[src/rtl/piso_pkg.sv]
// Shared types and constants for the parallel-in/serial-out serializer.
package piso_pkg;

  typedef enum logic [1:0] {
    StIdle,
    StShift,
    StParity
  } state_e;

  localparam logic MSB_FIRST = 1'b0;
  localparam logic LSB_FIRST = 1'b1;

endpackage

[src/rtl/piso_bit_cnt.sv]
// Bit counter with synchronous clear, enable and terminal-count decode.
module piso_bit_cnt #(
  parameter int unsigned CNT_W = 4,
  parameter int unsigned MAX   = 7
) (
  input  logic             clk,
  input  logic             reset_n,
  input  logic             clr,
  input  logic             en,
  output logic [CNT_W-1:0] cnt,
  output logic             tc
);

  logic [CNT_W-1:0] cnt_q, cnt_d;

  always_ff @(posedge clk or negedge reset_n) begin
    if (!reset_n) begin
      cnt_q <= '0;
    end else begin
      cnt_q <= cnt_d;
    end
  end

  // Clear wins so a reload on the final bit restarts cleanly at zero.
  always_comb begin
    cnt_d = cnt_q;
    if (clr) begin
      cnt_d = '0;
    end else if (en) begin
      cnt_d = cnt_q + CNT_W'(1);
    end
  end

  assign cnt = cnt_q;
  assign tc  = (cnt_q == CNT_W'(MAX));

endmodule

[src/rtl/piso_serializer.sv]
// Parametrised PISO serializer with valid/ready load and stallable shift-out.
// Define PISO_PARITY_EN to append an even-parity bit to every frame.
module piso_serializer
  import piso_pkg::*;
#(
  parameter int unsigned WIDTH = 8,
  parameter int unsigned CNT_W = $clog2(WIDTH + 1)
) (
  input  logic             clk,
  input  logic             reset_n,
  input  logic             load_valid,
  input  logic [WIDTH-1:0] load_data,
  input  logic             lsb_first,
  output logic             load_ready,
  input  logic             ser_en,
  output logic             ser_out,
  output logic             ser_valid,
  output logic             ser_last,
  output logic             busy
);

  state_e           state_q, state_d;
  logic [WIDTH-1:0] data_q, data_d;
  logic             order_q, order_d;
  logic [CNT_W-1:0] bit_cnt;
  logic [CNT_W-1:0] bit_idx;
  logic             cnt_tc;
  logic             cnt_en;
  logic             handshake;
  logic             data_bit;

  assign handshake = load_valid && load_ready;
  assign cnt_en    = (state_q == StShift) && ser_en;

  piso_bit_cnt #(
    .CNT_W (CNT_W),
    .MAX   (WIDTH - 1)
  ) u_bit_cnt (
    .clk     (clk),
    .reset_n (reset_n),
    .clr     (handshake),
    .en      (cnt_en),
    .cnt     (bit_cnt),
    .tc      (cnt_tc)
  );

  always_ff @(posedge clk or negedge reset_n) begin
    if (!reset_n) begin
      state_q <= StIdle;
      data_q  <= '0;
      order_q <= MSB_FIRST;
    end else begin
      state_q <= state_d;
      data_q  <= data_d;
      order_q <= order_d;
    end
  end

  always_comb begin
    state_d = state_q;
    data_d  = handshake ? load_data : data_q;
    order_d = handshake ? lsb_first : order_q;
    unique case (state_q)
      StIdle: begin
        if (load_valid) state_d = StShift;
      end
      StShift: begin
        if (ser_en && cnt_tc) begin
`ifdef PISO_PARITY_EN
          state_d = StParity;
`else
          state_d = load_valid ? StShift : StIdle;
`endif
        end
      end
`ifdef PISO_PARITY_EN
      StParity: begin
        if (ser_en) state_d = load_valid ? StShift : StIdle;
      end
`endif
      default: state_d = StIdle;
    endcase
  end

  // Bit order is taken from the captured flag, never the live input.
  assign bit_idx = (order_q == LSB_FIRST) ? bit_cnt : CNT_W'(WIDTH - 1) - bit_cnt;

  always_comb begin
    data_bit = 1'b0;
    for (int unsigned i = 0; i < WIDTH; i++) begin
      if (bit_idx == CNT_W'(i)) data_bit = data_q[i];
    end
  end

  always_comb begin
    ser_out   = 1'b0;
    ser_valid = 1'b0;
    ser_last  = 1'b0;
    busy      = 1'b0;
    unique case (state_q)
      StShift: begin
        ser_out   = data_bit;
        ser_valid = 1'b1;
        busy      = 1'b1;
`ifndef PISO_PARITY_EN
        ser_last  = cnt_tc;
`endif
      end
`ifdef PISO_PARITY_EN
      StParity: begin
        ser_out   = ^data_q;
        ser_valid = 1'b1;
        ser_last  = 1'b1;
        busy      = 1'b1;
      end
`endif
      default: ;
    endcase
  end

  // Held low during reset so nothing upstream sees a handshake it cannot get.
  assign load_ready = reset_n && ((state_q == StIdle) || (ser_last && ser_en));

endmodule

[config.mk]
export PLATFORM = sky130hd
export DESIGN_NAME = piso_serializer
export DESIGN_NICKNAME = d
export VERILOG_FILES = /design/src/rtl/piso_pkg.sv /design/src/rtl/piso_bit_cnt.sv /design/src/rtl/piso_serializer.sv
export SDC_FILE = /design/constraint.sdc
export NUM_CORES = 1
export LEC_CHECK = 0
export ABC_AREA = 1
export ABC_CLOCK_PERIOD_IN_PS = 3300
export BUFFER_PORTS_ARGS = -buffer_cell sky130_fd_sc_hd__buf_4
export CORE_MARGIN = 5
export CORE_UTILIZATION = 52
export CTS_BUF_LIST = sky130_fd_sc_hd__clkbuf_4 sky130_fd_sc_hd__clkbuf_8
export DETAILED_ROUTE_END_ITERATION = 12
export PLACE_DENSITY = 0.77
export SLEW_MARGIN = 20
export SYNTH_ARGS = -nofsm -noshare
export SYNTH_HDL_FRONTEND = slang
export SYNTH_HIERARCHICAL = 1
export SYNTH_SLANG_ARGS = --single-unit
[constraint.sdc]
create_clock -name clk -period 3.3 [get_ports clk]
set_input_delay 0.825 -clock clk [delete_from_list [all_inputs] [get_ports clk]]
set_output_delay 0.825 -clock clk [all_outputs]
set_load 0.005 [all_outputs]
==> Yosys cells after proc, flatten, opt, wreduce, memory -nomap -nowiden <==
Index checks and enable logic that the tools add are counted.
{ "totals": {"ff_bits": 15, "in_bits": 13, "word_cells": 45, "out_inout_bits": 5} }
{ "op_classes": {"addsub": 2, "n_reduce_logical": 10, "muxes": 18, "eq_ne": 11} }
{ "op_table": {"columns": ["cell", "n"], "rows": [
  ["$eq A4 B3 Y1 const B", 5],
  ["$mux W1", 12],
  ["$mux W4", 3],
  ["$eq A4 B2 Y1 const B", 2],
  ["$logic_and A1 B1 Y1", 5],
  ["$add A4 B1 Y4 const B", 1],
  ["$eq A4 B1 Y1 const B", 1],
  ["$logic_not A4 Y1", 1],
  ["$mux W2", 2],
  ["$pmux W2 S2", 1],
  ["$sub A3 B4 Y4 const A", 1],
  ["$eq A2 B1 Y1 const B", 1],
  ["$logic_not A2 Y1", 1],
  ["$ne A2 B1 Y1 const B", 1],
  ["$ne A2 B2 Y1 const B", 1],
  ["$reduce_and A2 Y1", 1],
  ["$reduce_bool A2 Y1", 1],
  ["$logic_or A1 B1 Y1", 1]
]} }

==> Logic depth before layout (Yosys ltp) <==
Gate-level depths: netlist (run 1).
{ "depth": {"ltp_word": 12, "depth_mapped": 11, "mapped_depth_nobuf": 10} }

==> Hierarchy <==
The synthesis (run 1) kept the hierarchy.
{ "by_module_without_submodules": {"columns": ["mod", "area_each_um2", "n_inst", "cells_each", "seq_area_each_um2"], "rows": [
  ["piso_serializer", 616.8, 1, 80, 250.2],
  ["piso_bit_cnt", 197.7, 1, 25, 100.1]
]} }

==> Worst setup path after synthesis (run 1) <==
No wires, ideal clock.
{ "synth_timing": {"path_kind": "input-to-output", "start": "in ser_en", "end": "out load_ready", "cell_stages": 2, "required_ns": 2.475, "setup_slack_ns": 1.450, "arrival_ns": 1.025, "n_path_buf": 0, "cell_sequence": "a21oi_2 -> nor2_2"} }
{ "synth_via": {"elab_chain_cells": 3} }
{ "synth_rtl": {"columns": ["element", "line_no", "source"], "rows": [
  ["start, declared", "piso_serializer.sv:15", "input logic ser_en,"],
  ["$logic_and A1 B1 Y1", "piso_serializer.sv:122", "assign load_ready = reset_n && ((state_q == StIdle) || (ser_last && ser_en));"],
  ["$logic_or A1 B1 Y1", "piso_serializer.sv:122", null],
  ["$logic_and A1 B1 Y1", "piso_serializer.sv:122", null],
  ["end, declared", "piso_serializer.sv:14", "output logic load_ready,"]
]} }
Every way passes these cells.

==> Final worst setup path (run 1) <==
{ "layout_timing": {"start": "reg u_bit_cnt.cnt_q[0] (netlist: u_bit_cnt/cnt[0])", "end": "out load_ready"} }
{ "layout_via": {"elab_chain_cells": 5} }
{ "layout_rtl": {"columns": ["element", "line_no", "source"], "rows": [
  ["start, declared", "piso_bit_cnt.sv:14", "logic [CNT_W-1:0] cnt_q, cnt_d;"],
  ["start signal, assigned", "piso_bit_cnt.sv:20", "cnt_q <= cnt_d;"],
  ["$eq A4 B3 Y1", "piso_bit_cnt.sv:35", "assign tc = (cnt_q == CNT_W'(MAX));"],
  ["named net cnt_tc", "piso_serializer.sv:27", "logic cnt_tc;"],
  ["$mux W1", "piso_serializer.sv:100", "unique case (state_q)"],
  ["$logic_and A1 B1 Y1", "piso_serializer.sv:122", null],
  ["$logic_or A1 B1 Y1", "piso_serializer.sv:122", null],
  ["$logic_and A1 B1 Y1", "piso_serializer.sv:122", null]
]} }
The timed path passes the listed nets, and every way through them passes these cells.

==> results of run 1 <==
synthesized netlist by cell type:
master and number:
a21oi_1 2, a21oi_2 1, buf_12 1, buf_4 2, dfrtp_1 14, ha_1 1
inv_1 12, inv_2 2, inv_4 1, nand2_1 33, nand2_2 2, nand2_4 1
nand3_1 7, nand3b_1 1, nor2_1 11, nor2_2 2, o21ai_0 2, o21ai_2 6
or2_2 1, xnor2_1 2, xor2_1 1
critical path: stages, from the launching register on:
cell and delay (ps):
dfrtp_1 460, ha_1 230, nand2_1 60, nor2_1 140
a21oi_2 80, nor2_2 150, buf_4 140
sequential cells by signal (all words and copies together), names as in the netlist:
name,cells
order_q,1
data_q,8
state_q,1
u_bit_cnt/cnt,4
area by class of cell:
type | count | share of cell area
clock buffers | 3 | 0.02372
repair buffers | 17 | 0.1344
well taps | 16 | 0.02108
multi-input cells | 73 | 0.3900
flip-flops and latches | 14 | 0.3689
inverters | 15 | 0.06192
worst max-delay path by stage:
stage	from	end
floorplan	ser_en	load_ready
global placement	reset_n	load_ready
detailed placement	reset_n	load_ready
CTS	u_bit_cnt/cnt[0]	load_ready
global route	u_bit_cnt/cnt[0]	load_ready
finish	u_bit_cnt/cnt[0]	load_ready
metrics by stage:
stage	worst slack, ps	power (µW)	cells	hold slack [ps]
floorplan	1450	655.8	105	440.1
global placement	1066	744.3	135	469.9
detailed placement	1047	761.1	135	466.8
CTS	920.3	855.7	138	385.6
global route	776.6	929.5	138	387.4
finish	929.2	846.3	138	380.7
power by group:
part	total, µW	switching [µW]	internal, µW
Combinational	425	226	199
Clock	94.9	52.6	42.2
Sequential	327	72.2	254
layer usage:
metal	up-vias	GRT usage	routed length [µm]
li1	355	-	-
met1	301	0.1591	649
met2	8	0.2182	755
met3	0	0.04217	59
met4	0	0.06550	0
met5	-	0	0
logic make-up after synthesis:
group,Yosys count,synth area share
simple gates,58,0.3072
buf+inv,18,0.1152
flops,14,0.4301
compound gates,11,0.09985
xor+xnor,3,0.03226
fa+ha+maj,1,0.01536
==> summary.log, run 1 <==
[grt] antenna violations before repair 0
[setup_path] start of the worst register-to-register path u_bit_cnt/cnt[0]
[synth] mean instance size in the synthesized netlist 7.757 µm²
[synth] count of mapped cells out of synthesis 105
[setup_path] setup slack on the worst flop-to-flop path 1540 ps
[final_layout] commonest cells after routing, fill and taps aside nand2_1 (33), buf_4 (17), dfrtp_1 (14)
[synth] post-synthesis instance area 814.5 µm²
[routing] number of design-rule violations left by the first detailed-router iteration 14
[clock_tree] Clock H-tree levels 1
[clock_tree] buffers inserted during post-CTS setup optimization 0
[setup_path] crit start category register
[final_layout] Storage cell area 350.3 µm²
[clock_tree] TritonCTS clock tree done
[synth] count of warnings emitted by yosys 6
[grt] vias in the first global route 627
[final_layout] most common cell after layout, fill and taps aside nand2_1
[clock_tree] number of gates resized after CTS 0
[power_and_ir_drop] peak ir drop on the vdd network 0.5313 mV
[final_layout] fraction of layout instances using a drive strength above 1 0.2951
[routing] detailed-route wire length 1.464 mm
[routing] number of optimization iterations in the first detailed-route pass 4
[grt] pin count of the biggest net entering global routing 17
[outcome] outcome finished, final reports clean
[job] Max Cap Violations 0
[final_layout] net count of the finished layout 138
[floorplanning] core area 1489 µm²
[grt] overall overflow remaining after global route 0
[clock_tree] latest clock arrival within the worst-skew pair 270 ps
[sta] Final Cycle Share 0.7184
[synth] Net Count, Synth 119
[setup_path] type of destination of the critical path primary output
[routing] number of antenna-violating nets in the routed design 0
[setup_path] Worst Setup Path Type register to primary output
[synth] sequential-to-total area share from yosys stat 0.4301
[floorplanning] die extent in y 49.58 µm
[floorplanning] die width 49.58 µm
[synth] post-synth top area cell dfrtp_1
[placement] half-perimeter wire length after placement 1.159 mm
[floorplanning] Top-Level Pins 18
[setup_path] Worst EP arrival 1550 ps
[sta] Post-Route Setup TNS 0 ps
[power_and_ir_drop] total leakage power 0.0005232 µW
[sta] Min Clock Period, post-route 2371 ps
[sta] final setup vio count 0
[clock_tree] Clock Sinks 14
[routing] vias after detailed routing 664
[worst_hold_path] path type of the worst min-delay path input pin to asynchronous set/reset pin
[routing] Avg Vias per Cell 4.812
[setup_path] Req. time, crit path 2470 ps
[clock_tree] CTS root buffer clkbuf_4
[grt] first-pass GRT wire length 2.580 mm
[power_and_ir_drop] Pwr Density 891.2 nW/µm²
[final_layout] utilization of the core after routing 0.6378
[setup_path] worst reg2reg endpoint u_bit_cnt/cnt[1]
[clock_tree] TritonCTS Buffers 3
[synth] cell types with the largest area share after synthesis dfrtp_1 (43%), nand2_1 (15%), o21ai_2 (6.5%), inv_1 (5.5%), nor2_1 (5.1%)
[clock_tree] Hold Buf Count CTS 0
[placement] Final Wtd Congestion 0.7736
[sta] Final Max Tran Viols 0
[synth] count of different cell masters after synthesis 21
[synth] Synth Register Bits 14
[clock_tree] clock transition time at the flip-flop clock pins of the worst setup and hold paths 80 ps
[placement] Area after DPL 927.1 µm²
[final_layout] Layout Area Growth over Synthesis 16.59%
[grt] all-layer global routing usage 0.1347
[setup_path] largest driver fanout on the critical path 6
[clock_tree] maximum clock path buffer count 2
[sta] total count of hold-check failures in the final report 0
[final_layout] Fill cells 136
[final_layout] antenna cells 0
[synth] proportion of netlist area held by the largest area contributor 0.4301
[final_layout] final cell area excluding filler cells 949.7 µm²
[sta] maximum frequency from static timing analysis 0.4218 GHz
[routing] average wire per cell in the routed design 10.61 µm
[sta] worst relative slew slack 0.8226
[setup_path] R2R cell count 10
[final_layout] area of the multi-input gates 370.4 µm²
[floorplanning] area of the die 2458 µm²
[floorplanning] Std-Cell Rows 14
[routing] number of remaining DRC errors 0
[floorplanning] effective utilization at floorplan 0.5471
[sta] RSZ-0062 raised after global routing no
[sta] Layout Skew 5.268 ps
[placement] number of buffers inserted by port buffering 17
[sta] transition time at the pin with the least slew margin 266.1 ps
Power figures use the tool's default switching activity.
==> run 2, diff against run 1 <==
--- a/config.mk
+++ b/config.mk
@@ -5,8 +5,8 @@
 export SDC_FILE = /design/constraint.sdc
 export NUM_CORES = 1
 export LEC_CHECK = 0
-export ABC_AREA = 1
-export ABC_CLOCK_PERIOD_IN_PS = 3300
+export ABC_AREA = 0
+export ABC_CLOCK_PERIOD_IN_PS = 2500
 export BUFFER_PORTS_ARGS = -buffer_cell sky130_fd_sc_hd__buf_4
 export CORE_MARGIN = 5
 export CORE_UTILIZATION = 52
==> constraint.sdc (replaced) <==
create_clock -name clk -period 2.5 [get_ports clk]
set_input_delay 0.625 -clock clk [delete_from_list [all_inputs] [get_ports clk]]
set_output_delay 0.625 -clock clk [all_outputs]
set_load 0.005 [all_outputs]
==> summary.log, run 2 <==
[routing] Avg Vias per Cell 5.721 [was 4.812]
[setup_path] worst reg2reg endpoint u_bit_cnt/cnt[3] [was u_bit_cnt/cnt[1]]
[routing] number of design-rule violations left by the first detailed-router iteration 4 [was 14]
[grt] antenna violations before repair 0 [unchanged]
[clock_tree] CTS root buffer clkbuf_4 [unchanged]
[sta] worst relative slew slack 0.7585 [was 0.8226]
[setup_path] crit start category register [unchanged]
[sta] Post-Route Setup TNS 0 ps [unchanged]
[setup_path] Cell Chain, Critical Path and2b_2 -> a221oi_1 -> a21o_1 -> a311oi_2 -> buf_4 [was ha_1 -> nand2_1 -> nor2_1 -> a21oi_2 -> nor2_2 -> buf_4]
[setup_path] maximum single-stage delay on the critical path 520 ps [was 460 ps]
[setup_path] R2R cell count 9 [was 10]
[synth] Post-synth EDFFs 0 [unchanged]
[setup_path] Worst Setup EP ser_out [was load_ready]
[placement] Area after DPL 935.9 µm² [was 927.1 µm²]
[floorplanning] Top-Level Pins 18 [unchanged]
[floorplanning] effective utilization at floorplan 0.5420 [was 0.5471]
[final_layout] most flop-heavy register data_q [unchanged]
[final_layout] antenna cells 0 [unchanged]
[synth] most frequent cells after synthesis dfrtp_1 (14), mux2_2 (9), mux2i_1 (5), nor2_1 (4) [was nand2_1 (33), dfrtp_1 (14), inv_1 (12), nor2_1 (11), nand3_1 (7)]
[final_layout] fraction of layout instances using a drive strength above 1 0.4773 [was 0.2951]
[synth] cell types with the largest area share after synthesis dfrtp_1 (43%), mux2_2 (13%), mux2i_1 (6.2%), nor2b_2 (2.2%), a221oi_2 (1.9%) [was dfrtp_1 (43%), nand2_1 (15%), o21ai_2 (6.5%), inv_1 (5.5%), nor2_1 (5.1%)]
[power_and_ir_drop] peak ir drop on the vdd network 0.7067 mV [was 0.5313 mV]
[placement] number of buffers inserted by port buffering 17 [unchanged]
[outcome] outcome finished, final reports clean [unchanged]
[setup_path] CP max stage cell dfrtp_2 [was dfrtp_1]
[floorplanning] area of the die 2440 µm² [was 2458 µm²]
[sta] maximum frequency from static timing analysis 0.4263 GHz
[synth] count of mapped cells out of synthesis 69 [was 105]
[grt] overall overflow remaining after global route 0 [unchanged]
[setup_path] Worst EP arrival 1720 ps [was 1550 ps]
[routing] vias after detailed routing 595 [was 664]
[sta] final setup vio count 0 [unchanged]
[synth] post-synth top area cell dfrtp_1 [unchanged]
[routing] number of remaining DRC errors 0 [unchanged]
[setup_path] start of the worst register-to-register path u_bit_cnt/cnt[0] [unchanged]
[setup_path] type of destination of the critical path primary output [unchanged]
[sta] final worst setup slack 154.4 ps [was 929.2 ps]
[setup_path] Worst Setup SP u_bit_cnt/cnt[1] [was u_bit_cnt/cnt[0]]
[final_layout] commonest cells after routing, fill and taps aside buf_4 (17), dfrtp_1 (13), mux2_2 (9) [was nand2_1 (33), buf_4 (17), dfrtp_1 (14)]
[setup_path] Req. time, crit path 1880 ps [was 2470 ps]
[sta] Min Clock Period, post-route 2346 ps
[setup_path] Worst Setup Path Type register to primary output [unchanged]
[sta] Final Max Tran Viols 0 [unchanged]
[sta] RSZ-0062 raised after global routing no [unchanged]
[clock_tree] Clock Sinks 14 [unchanged]
[floorplanning] Std-Cell Rows 14 [unchanged]
[sta] transition time at the pin with the least slew margin 362.3 ps [was 266.1 ps]
[final_layout] Fill cells 120 [was 136]
[synth] sequential-to-total area share from yosys stat 0.4341 [was 0.4301]
[synth] Net Count, Synth 83 [was 119]
[clock_tree] TritonCTS clock tree done [unchanged]
[synth] share of synthesized registers carrying an async set or reset 1.000 [unchanged]
[routing] number of antenna-violating nets in the routed design 0 [unchanged]
[synth] post-synthesis instance area 807.0 µm² [was 814.5 µm²]
[grt] vias in the first global route 592 [was 627]
[synth] proportion of netlist area held by the largest area contributor 0.4341 [was 0.4301]
[clock_tree] maximum clock path buffer count 2 [unchanged]
[sta] total count of hold-check failures in the final report 0 [unchanged]
[grt] all-layer global routing usage 0.1379 [was 0.1347]
[clock_tree] Clock H-tree levels 1 [unchanged]
[sta] Layout Skew 6.301 ps [was 5.268 ps]
[power_and_ir_drop] total leakage power 0.0004651 µW [was 0.0005232 µW]
[floorplanning] core area 1489 µm² [unchanged]
[routing] average wire per cell in the routed design 14.38 µm [was 10.61 µm]
[clock_tree] clock transition time at the flip-flop clock pins of the worst setup and hold paths 90 ps [was 80 ps]
[final_layout] most common cell after layout, fill and taps aside buf_4 [was nand2_1]
[floorplanning] die width 49.40 µm [was 49.58 µm]
[placement] worst slack at placement 327.5 ps [was 1047 ps]
[clock_tree] TritonCTS Buffers 3 [unchanged]
[final_layout] flip-flop count of the largest register after layout 8 [unchanged]
[synth] mean instance size in the synthesized netlist 11.70 µm² [was 7.757 µm²]
[synth] most used standard cell by instance count after synthesis dfrtp_1 [was nand2_1]
[clock_tree] Hold Buf Count CTS 0 [unchanged]
[power_and_ir_drop] Pwr Density 1165 nW/µm² [was 891.2 nW/µm²]
[clock_tree] latest clock arrival within the worst-skew pair 280 ps [was 270 ps]
[setup_path] largest driver fanout on the critical path 13 [was 6]
[floorplanning] die extent in y 49.40 µm [was 49.58 µm]
[final_layout] final cell area excluding filler cells 973.4 µm² [was 949.7 µm²]
[placement] half-perimeter wire length after placement 1.167 mm [was 1.159 mm]
[routing] number of optimization iterations in the first detailed-route pass 4 [unchanged]
[final_layout] net count of the finished layout 103 [was 138]
[routing] detailed-route wire length 1.496 mm [was 1.464 mm]
[final_layout] Layout Area Growth over Synthesis 20.62% [was 16.59%]
[job] Max Cap Violations 0 [unchanged]
[grt] pin count of the biggest net entering global routing 16 [was 17]
[synth] Most used DFF post-synth dfrtp_1 [unchanged]
[synth] Synth Register Bits 14 [unchanged]
[sta] Final Cycle Share 0.9383
[setup_path] setup slack on the worst flop-to-flop path 430 ps [was 1540 ps]
[synth] count of different cell masters after synthesis 35 [was 21]
[clock_tree] buffers inserted during post-CTS setup optimization 0 [unchanged]
[worst_hold_path] path type of the worst min-delay path input pin to asynchronous set/reset pin [unchanged]
[placement] Final Wtd Congestion 0.6805 [was 0.7736]
[grt] first-pass GRT wire length 2.663 mm [was 2.580 mm]
[synth] count of warnings emitted by yosys 6 [unchanged]
[run 2: kinds of logic (layout without fill, tap and decap cells)]
family          Yosys count  after routing  share of synthesized area
simple gates             22             22                     0.1706
mux                      15             15                     0.2062
flops                    14             14                     0.4341
compound gates           13             13                     0.1349
buf+inv                   3             22                    0.02790
fa+ha+maj                 1              1                    0.01550
xor+xnor                  1              1                    0.01085
[run 2: report_power, final]
part	leakage, µW	switching, µW	internal [µW]
Combinational	0.000276	182	298
Clock	0.0000210	75.0	88.7
Sequential	0.000168	153	338
[run 2: timing repair]
| item | in CTS | in global routing |
|---|---|---|
| resized for setup | 0 | 1 |
| endpoints found under the hold margin | 0 | 0 |
| setup endpoints to repair | 0 | 2 |
[run 2: how the worst min path moves through the flow]
stage               cells after the start    start  slack, ps                to
CTS                                     1  reset_n        180  u_bit_cnt/cnt[2]
detailed placement                      1  reset_n        490        state_q[0]
global route                            1  reset_n        170        state_q[0]
global placement                        1  reset_n        490        state_q[0]
finish                                  1  reset_n        170  u_bit_cnt/cnt[3]
floorplan                               0  reset_n        330         data_q[0]
[run 2: stage by stage]
stage	util	hold slack [ps]	std cells	total power [µW]
after CTS	0.6529	176.4	104	1144
after floorplan	-	329.4	69	843.5
final	0.6538	174.7	104	1134
after global placement	0.6286	486.0	100	934.6
after detailed placement	0.6286	487.6	100	979.2
after global routing	0.6538	171.2	104	1236
[run 2: final cells by class]
cell class	count	area, µm²	share of cell area
multi-input cells	52	434.2	0.4460
flip-flops and latches	14	351.6	0.3612
repair buffers	17	127.6	0.1311
clock buffers	4	36.28	0.03728
well taps	16	20.02	0.02057
inverters	1	3.754	0.003856
[run 2: critical path: cells and delay by family (launching register included)]
kind                   cells  cell delay, ps
AND/OR/NAND/NOR            1             260
flip-flops                 1             520
buffers and inverters      1             150
AO/OA/AOI/OAI              3             500
[run 2: routing by layer]
metal,wire length [µm],GRT usage,vias to the layer above,share of wire
met2,762,0.2210,17,0.51
li1,-,-,291,-
met4,16,0.03930,0,0.011
met1,631,0.1775,285,0.42
met3,87,0.04281,2,0.058
met5,0,0,-,0
